===== src/rtl/io_bus_ctrl.sv =====
// I/O bus controller: decodes the I/O page into slave slots, runs a per-access
// slave handshake with stall, registered read data and timeout error reporting.
module io_bus_ctrl #(
  parameter int                AW      = 24,
  parameter int                DW      = 32,
  parameter int                SLW     = 4,
  parameter int                NSLV    = 16,
  parameter logic [AW-SLW-3:0] IO_PFX  = 18'h3FFFF,
  parameter int                TIMEOUT = 16
) (
  input  logic               clk,
  input  logic               rst_n,
  input  logic [AW-1:0]      adr,
  input  logic               rd,
  input  logic               wr,
  input  logic [DW-1:0]      din,
  input  logic [DW-1:0]      mem_rdata,
  output logic [DW-1:0]      dout,
  output logic               stall,
  output logic [NSLV-1:0]    slv_en,
  output logic               slv_rd,
  output logic               slv_wr,
  output logic [DW-1:0]      slv_wdata,
  input  logic [NSLV*DW-1:0] slv_rdata,
  input  logic [NSLV-1:0]    slv_ack,
  output logic               err,
  input  logic               err_clr,
  output logic [7:0]         err_cnt
);

  localparam int             CW     = (TIMEOUT > 2) ? $clog2(TIMEOUT) : 1;
  localparam logic [CW-1:0]  CNT_LAST = CW'(TIMEOUT - 1);
  localparam logic [SLW:0]   NSLV_W = (SLW+1)'(NSLV);

  typedef enum logic [1:0] {IDLE, ACCESS, DONE} state_t;

  state_t          state;
  logic [SLW-1:0]  slot_q;
  logic [DW-1:0]   rdata_q;
  logic [CW-1:0]   cnt;

  logic            io_sel;
  logic [SLW-1:0]  slot;
  logic            slot_ok;
  logic [NSLV-1:0] onehot;
  logic            sel_ack;
  logic [DW-1:0]   sel_rdata;
  logic            new_err;

  assign io_sel  = (adr[AW-1:SLW+2] == IO_PFX) && (rd || wr);
  assign slot    = adr[SLW+1:2];
  assign slot_ok = {1'b0, slot} < NSLV_W;

  // Only the latched slot's ack and data are looked at; other acks are ignored.
  always_comb begin
    onehot    = '0;
    sel_ack   = 1'b0;
    sel_rdata = '0;
    for (int i = 0; i < NSLV; i++) begin
      onehot[i] = (slot == SLW'(i));
      if (slot_q == SLW'(i)) begin
        sel_ack   = slv_ack[i];
        sel_rdata = slv_rdata[i*DW +: DW];
      end
    end
  end

  assign stall   = ((state == IDLE) && io_sel) || (state == ACCESS);
  assign dout    = io_sel ? rdata_q : mem_rdata;
  assign new_err = ((state == IDLE) && io_sel && !slot_ok) ||
                   ((state == ACCESS) && !sel_ack && (cnt == CNT_LAST));

  always_ff @(posedge clk or negedge rst_n) begin
    if (!rst_n) begin
      state     <= IDLE;
      slot_q    <= '0;
      rdata_q   <= '0;
      cnt       <= '0;
      slv_en    <= '0;
      slv_rd    <= 1'b0;
      slv_wr    <= 1'b0;
      slv_wdata <= '0;
    end else begin
      case (state)
        IDLE: begin
          if (io_sel) begin
            if (slot_ok) begin
              slot_q    <= slot;
              slv_en    <= onehot;
              slv_rd    <= rd;
              slv_wr    <= wr;
              slv_wdata <= din;
              cnt       <= '0;
              state     <= ACCESS;
            end else begin
              rdata_q <= '0;
              state   <= DONE;
            end
          end
        end
        ACCESS: begin
          if (sel_ack || (cnt == CNT_LAST)) begin
            if (!sel_ack)
              rdata_q <= '0;
            else if (slv_rd)
              rdata_q <= sel_rdata;
            slv_en <= '0;
            slv_rd <= 1'b0;
            slv_wr <= 1'b0;
            state  <= DONE;
          end else begin
            cnt <= cnt + CW'(1);
          end
        end
        default: state <= IDLE;
      endcase
    end
  end

  // A new error in the same cycle as err_clr restarts the count at one.
  always_ff @(posedge clk or negedge rst_n) begin
    if (!rst_n) begin
      err     <= 1'b0;
      err_cnt <= '0;
    end else if (new_err) begin
      err <= 1'b1;
      if (err_clr)
        err_cnt <= 8'd1;
      else if (err_cnt != 8'hFF)
        err_cnt <= err_cnt + 8'd1;
    end else if (err_clr) begin
      err     <= 1'b0;
      err_cnt <= '0;
    end
  end

endmodule


===== config.mk =====
export PLATFORM = sky130hd
export DESIGN_NAME = io_bus_ctrl
export DESIGN_NICKNAME = d
export VERILOG_FILES = /design/src/rtl/io_bus_ctrl.sv
export SDC_FILE = /design/constraint.sdc
export NUM_CORES = 1
export LEC_CHECK = 0
export CAP_MARGIN = 20
export CORE_AREA = 3 3 277 279
export DETAILED_ROUTE_END_ITERATION = 6
export DIE_AREA = 0 0 280 282
export SETUP_SLACK_MARGIN = 0.02
export SLEW_MARGIN = 0
export SYNTH_ARGS = -nofsm -noshare
export SYNTH_HDL_FRONTEND = slang
export SYNTH_SLANG_ARGS = --single-unit

===== constraint.sdc =====
create_clock -name clk -period 3.6 [get_ports clk]
set_input_delay 0.36 -clock clk [delete_from_list [all_inputs] [get_ports clk]]
set_output_delay 0.36 -clock clk [all_outputs]
set_load 0.1 [all_outputs]

# After elaboration in Yosys (flattened, before gate mapping)
# Index checks and enable logic that the tools add are counted.
dict set report word_totals {
  out_inout_bits 92
  input_bits 621
  reg_bits 101
  word_cells 125
}
dict set report classes {
  muxes 55
  n_reduce_logical 20
  n_eq_ne 38
  add_sub_neg 2
}
# cell count
set ops {}
lappend ops {{$mux W32} 19}
lappend ops {{$eq A4 B4 Y1 const B} 17}
lappend ops {{$eq A4 B3 Y1 const B} 8}
lappend ops {{$mux W16} 2}
lappend ops {{$mux W8} 4}
lappend ops {{$pmux W16 S2} 1}
lappend ops {{$mux W1} 21}
lappend ops {{$eq A18 B18 Y1 const B} 1}
lappend ops {{$eq A4 B2 Y1 const B} 4}
lappend ops {{$reduce_and A3 Y1} 3}
lappend ops {{$add A8 B1 Y8 const B} 1}
lappend ops {{$eq A4 B1 Y1 const B} 2}
lappend ops {{$logic_not A4 Y1} 2}
lappend ops {{$mux W4} 2}
lappend ops {{$ne A8 B8 Y1 const B} 1}
lappend ops {{$pmux W4 S2} 1}
lappend ops {{$ne A2 B2 Y1 const B} 3}
lappend ops {{$reduce_and A2 Y1} 3}
lappend ops {{$reduce_bool A2 Y1} 3}
lappend ops {{$add A4 B1 Y4 const B} 1}
lappend ops {{$logic_and A1 B1 Y1} 4}
lappend ops {{$mux W2} 2}
lappend ops {{$pmux W1 S2} 2}
lappend ops {{$pmux W2 S2} 1}
lappend ops {{other kinds (5)} 7}

# Depth between registers and ports, before layout
dict set report depth {
  depth_word 22
  depth_mapped 12
  ltp_nobuf 7
}

# Worst setup path after synthesis
# No wires, ideal clock.
dict set report synth_path {
  path_kind {input to output}
  startpoint {in adr[11]}
  endpoint {out stall}
  t_arrival_ps 2547
  t_required_ps 3240
  path_buffers 3
  slack_ps 693
  path_stages 8
  path_cell_list {and4_1 o2111ai_1 or4_1 clkbuf_1 or3_1 clkbuf_1 clkbuf_1 nand2_1}
}
dict set report synth_between {
  elab_chain_len 4
}
# element line
set synth_lines {}
lappend synth_lines {{start, declared} 13} ;# input logic [AW-1:0] adr,
lappend synth_lines {{$eq A18 B18 Y1} 50} ;# assign io_sel = (adr[AW-1:SLW+2] == IO_PFX) && (rd || wr);
lappend synth_lines {{$logic_and A1 B1 Y1} 50}
lappend synth_lines {{$logic_and A1 B1 Y1} --}
lappend synth_lines {{$logic_or A1 B1 Y1} 68} ;# assign stall = ((state == IDLE) && io_sel) || (state == ACCESS);
lappend synth_lines {{end, declared} 19} ;# output logic stall,
# Every way passes these cells.

# Final worst setup path
dict set report layout_path {
  startpoint {reg slot_q[0]}
  endpoint {reg rdata_q[0]}
}
dict set report layout_between {
  elab_chain_len 19
  word_cells_on_any_way 53
  classes_between {eq/ne (16); mux (34); reduce/logical (3)}
}
# element line
set layout_lines {}
lappend layout_lines {{start, declared} 38} ;# logic [SLW-1:0] slot_q;
lappend layout_lines {{start signal, assigned} 88} ;# slot_q <= slot;
lappend layout_lines {{$logic_not A4 Y1} 61} ;# if (slot_q == SLW'(i)) begin
lappend layout_lines {{$mux W1 / $mux W32 (equally long branches) (16 in a row)} 61}
lappend layout_lines {{$ne A2 B2 Y1 (no source line), or another cell as far along} --}
lappend layout_lines {{$reduce_and A3 Y1 (no source line) / $mux W32 (equally long branches)} --}
lappend layout_lines {{end signal, assigned} 106} ;# rdata_q <= sel_rdata;
lappend layout_lines {{end, declared} 39} ;# logic [DW-1:0] rdata_q;
# Several ways; a longest one is shown, not always the timed one. The select of a mux whose other input is x is not followed.
# A chain may end at the register's enable or synchronous reset.

==> impl_metrics.csv <==
group,metric,value,unit
status,status,"completed",
logic_synthesis,synth_edf_count,0,
routing,drt_iter0_drc,937,
routing,wl,80800,µm
sta,fin_worst_skew,16.3,ps
logic_synthesis,ys_ff_latch,101,
clock_network,clockBufferDepth,2,
routing,wl_per_cell,27.6,µm
placed_design,port_buffers,710,
sta,setup-tns-final,0,ps
clock_network,cts-resized-gates,0,
power_and_ir_drop,intPower,2350,µW
logic_synthesis,syn-instance-count,1256,
critical_path,end_kind,"flip-flop",
placed_design,hpwlAfterDp,68100,µm
clock_network,cts-hold-fix-buffers,0,
critical_path,worstPathRequired,3850,ps
power_and_ir_drop,p_sw,914,µW
die,ios,713,
power_and_ir_drop,power.share.switching,28.0,%
critical_path,crit_chain,"mux2_2 -> a222oi_1 -> a2111oi_2 -> o31ai_4 -> a21oi_4 -> nor2_8 -> mux2_1",
job,drv_cap,0,
logic_synthesis,yosysWarningCount,0,
critical_path,crit_path_max_incr_delay,610,ps
layout,drive_above_1_share,11.6,%
sta,drv_slew,0,
layout,final_common_cell,"clkdlybuf4s50_1",
logic_synthesis,synth_fp_nets,1879,
critical_path,critPathArrivalTime,3550,ps
sta,rsz0062_at_grt,"false",
sta,maxSlewHeadroom,23.9,%
logic_synthesis,syn-cell-area,9510,µm²
clock_network,cts_tree,"done",
placed_design,dp_cells,2905,
die,die_area,79000,µm²
grt,grt_max_degree,102,
sta,tightestPinTransition,1130,ps
clock_network,cts_setup_buffers,0,
routing,dr.pass1.iters,7,
clock_network,clk_latency,380,ps
sta,hold_viol_final,0,
logic_synthesis,ys_seq_area_share,26.6,%
die,core_area,74400,µm²
hold_path,hold_path.class,"primary input to asynchronous set/reset pin",
power_and_ir_drop,max-vdd-ir-drop,0.160,mV
critical_path,crit_slowest_cell,"dfrtp_4",
routing,vias,13500,
die,row_count,100,
layout,multi_input_area,6500,µm²
clock_network,cts.sinks,101,
clock_network,clock-root-buffer,"clkbuf_16",
logic_synthesis,async_flop_share,100,%
placed_design,gp_congestion,0.897,
grt,overflow,0,
clock_network,h-tree-depth,3,
layout,final_nets,2570,
power_and_ir_drop,pwr-share-clk,32.2,%
power_and_ir_drop,p_total,3270,µW
sta,period_needed,3310,ps
routing,via_per_inst,4.62,
clock_network,cts_buffers,9,
routing,drc,0,
layout,fin_util,25.2,%
sta,post-route-period-util,91.9,%
routing,highest_layer,"met5",
critical_path,worst-setup-path-type,"flip-flop to flip-flop",
grt,grt_util_all_layers,19.4,%
grt,antenna_found_initial,21,
die,die_y,282,µm
sta,setup_viol,0,
sta,fmax,0.302,GHz
critical_path,cp-start-kind,"flip-flop",
critical_path,crit_path_max_fanout,21,
die,fp.dieW,280,µm
routing,wl_met3,6080,µm
logic_synthesis,syn_area_per_cell,7.57,µm²
layout,seq_area,2540,µm²
layout,mostFrequentLayoutCells,"clkdlybuf4s50_1, nand2_1, a21oi_1",
die,start_util,12.8,%
power_and_ir_drop,cellLeakagePower,0.00740,µW
power_and_ir_drop,pwr_density_cell,174,nW/µm²
layout,final_cells,2927,
routing,wl_met1,33700,µm
sta,whs,56.4,ps
grt,grt_pass1_vias,13600,
power_and_ir_drop,combPwrFrac,33.1,%
routing,ant_nets,0,
clock_network,clk_pin_slew,80,ps
power_and_ir_drop,seq_power_share,34.7,%
layout,fillers,8155,
logic_synthesis,ys_types,78,
routing,wl_met2,38600,µm
grt,grt_first_pass_wirelength,108000,µm
layout,area_delta_synth_final,97.7,%
logic_synthesis,synth_ff_type,"dfrtp_1",
Yosys cell counts, drive strengths merged, types with 9 or more instances:
master | number | area (µm²)
mux2i | 29 | 290
a221oi | 14 | 123
dfrtp | 101 | 2530
o22ai | 23 | 144
o31ai | 15 | 126
a222oi | 10 | 100
clkbuf | 73 | 274
mux2 | 60 | 676
o21ai | 118 | 591
a22o | 23 | 201
a21oi | 142 | 722
nor2 | 60 | 249
o221ai | 29 | 254
nand3 | 39 | 195
a21boi | 10 | 75.1
nor3 | 17 | 90.1
a22oi | 45 | 338
o2bb2ai | 14 | 123
nand4 | 9 | 56.3
nand2b | 10 | 62.6
buf | 48 | 246
nand2 | 210 | 788
nor2b | 24 | 153
a2bb2oi | 11 | 96.3
registers in the layout, indices dropped and copies added (netlist names):
name,cells
slv_wr,1
rdata_q,32
slv_wdata,32
slv_rd,1
state,2
err_cnt,8
err,1
cnt,4
slv_en,16
slot_q,4
path summary, 6_finish.rpt:
| path | from | end | slack [ps] | cells after the start |
|---|---|---|---|---|
| min in group clk | slv_wdata[27] | slv_wdata[27] | 480 | 2 |
| worst max-delay path | slot_q[0] | rdata_q[0] | 290 | 7 |
| worst min register to register | slv_wdata[27] | slv_wdata[27] | 480 | 2 |
| worst max register to register | slot_q[0] | rdata_q[0] | 290 | 7 |
| worst min-delay path | rst_n | err_cnt[4] | 60 | 2 |
| max in group asynchronous | rst_n | slot_q[1] | 3070 | 2 |
per-layer routing:
layer | track usage [%] | vias to the layer above
met3 | 4.53 | 100
met2 | 32.9 | 689
met5 | 0 | -
li1 | - | 6148
met1 | 24.4 | 6574
met4 | 5.94 | 24
metrics by stage:
stage               setup WS, ps  area (µm²)
floorplan                    693        9510
global placement            9.17       18500
detailed placement          63.0       18500
CTS                         73.8       18800
global route                62.6       18800
finish                       293       18800
critical path, delay by kind of cell, from the launching register on:
kind,cells,cell delay [ps]
AND/OR/NAND/NOR,1,480
flip-flops,1,610
AO/OA/AOI/OAI,4,1270
multiplexers,2,780
layout make-up:
class                      instances  share of cell area [%]
antenna                            6                  0.0799
clock buffer                      10                    1.27
clock inverter                     6                   0.333
inverter                           7                   0.140
multi-input combinational       1027                    34.6
sequential                       101                    13.5
tap                              969                    6.45
timing repair buffer             801                    43.6
power groups by stage:
stage	Sequential [µW]	Combinational (µW)	Clock, µW
CTS	1130	1090	1110
global route	1130	1130	1140
floorplan	1160	224	0
finish	1130	1080	1050
global placement	1160	1080	0
detailed placement	1160	1080	0
kinds of logic after synthesis:
logic type / synth area share, %
AO/OA/AOI/OAI: 37.1
XOR/XNOR: 0.0921
adder cells (fa/ha/maj): 0.263
buffers and inverters: 5.75
flip-flops: 26.6
multiplexers: 10.2
AND/OR/NAND/NOR: 20.0
Power figures use the tool's default switching activity.
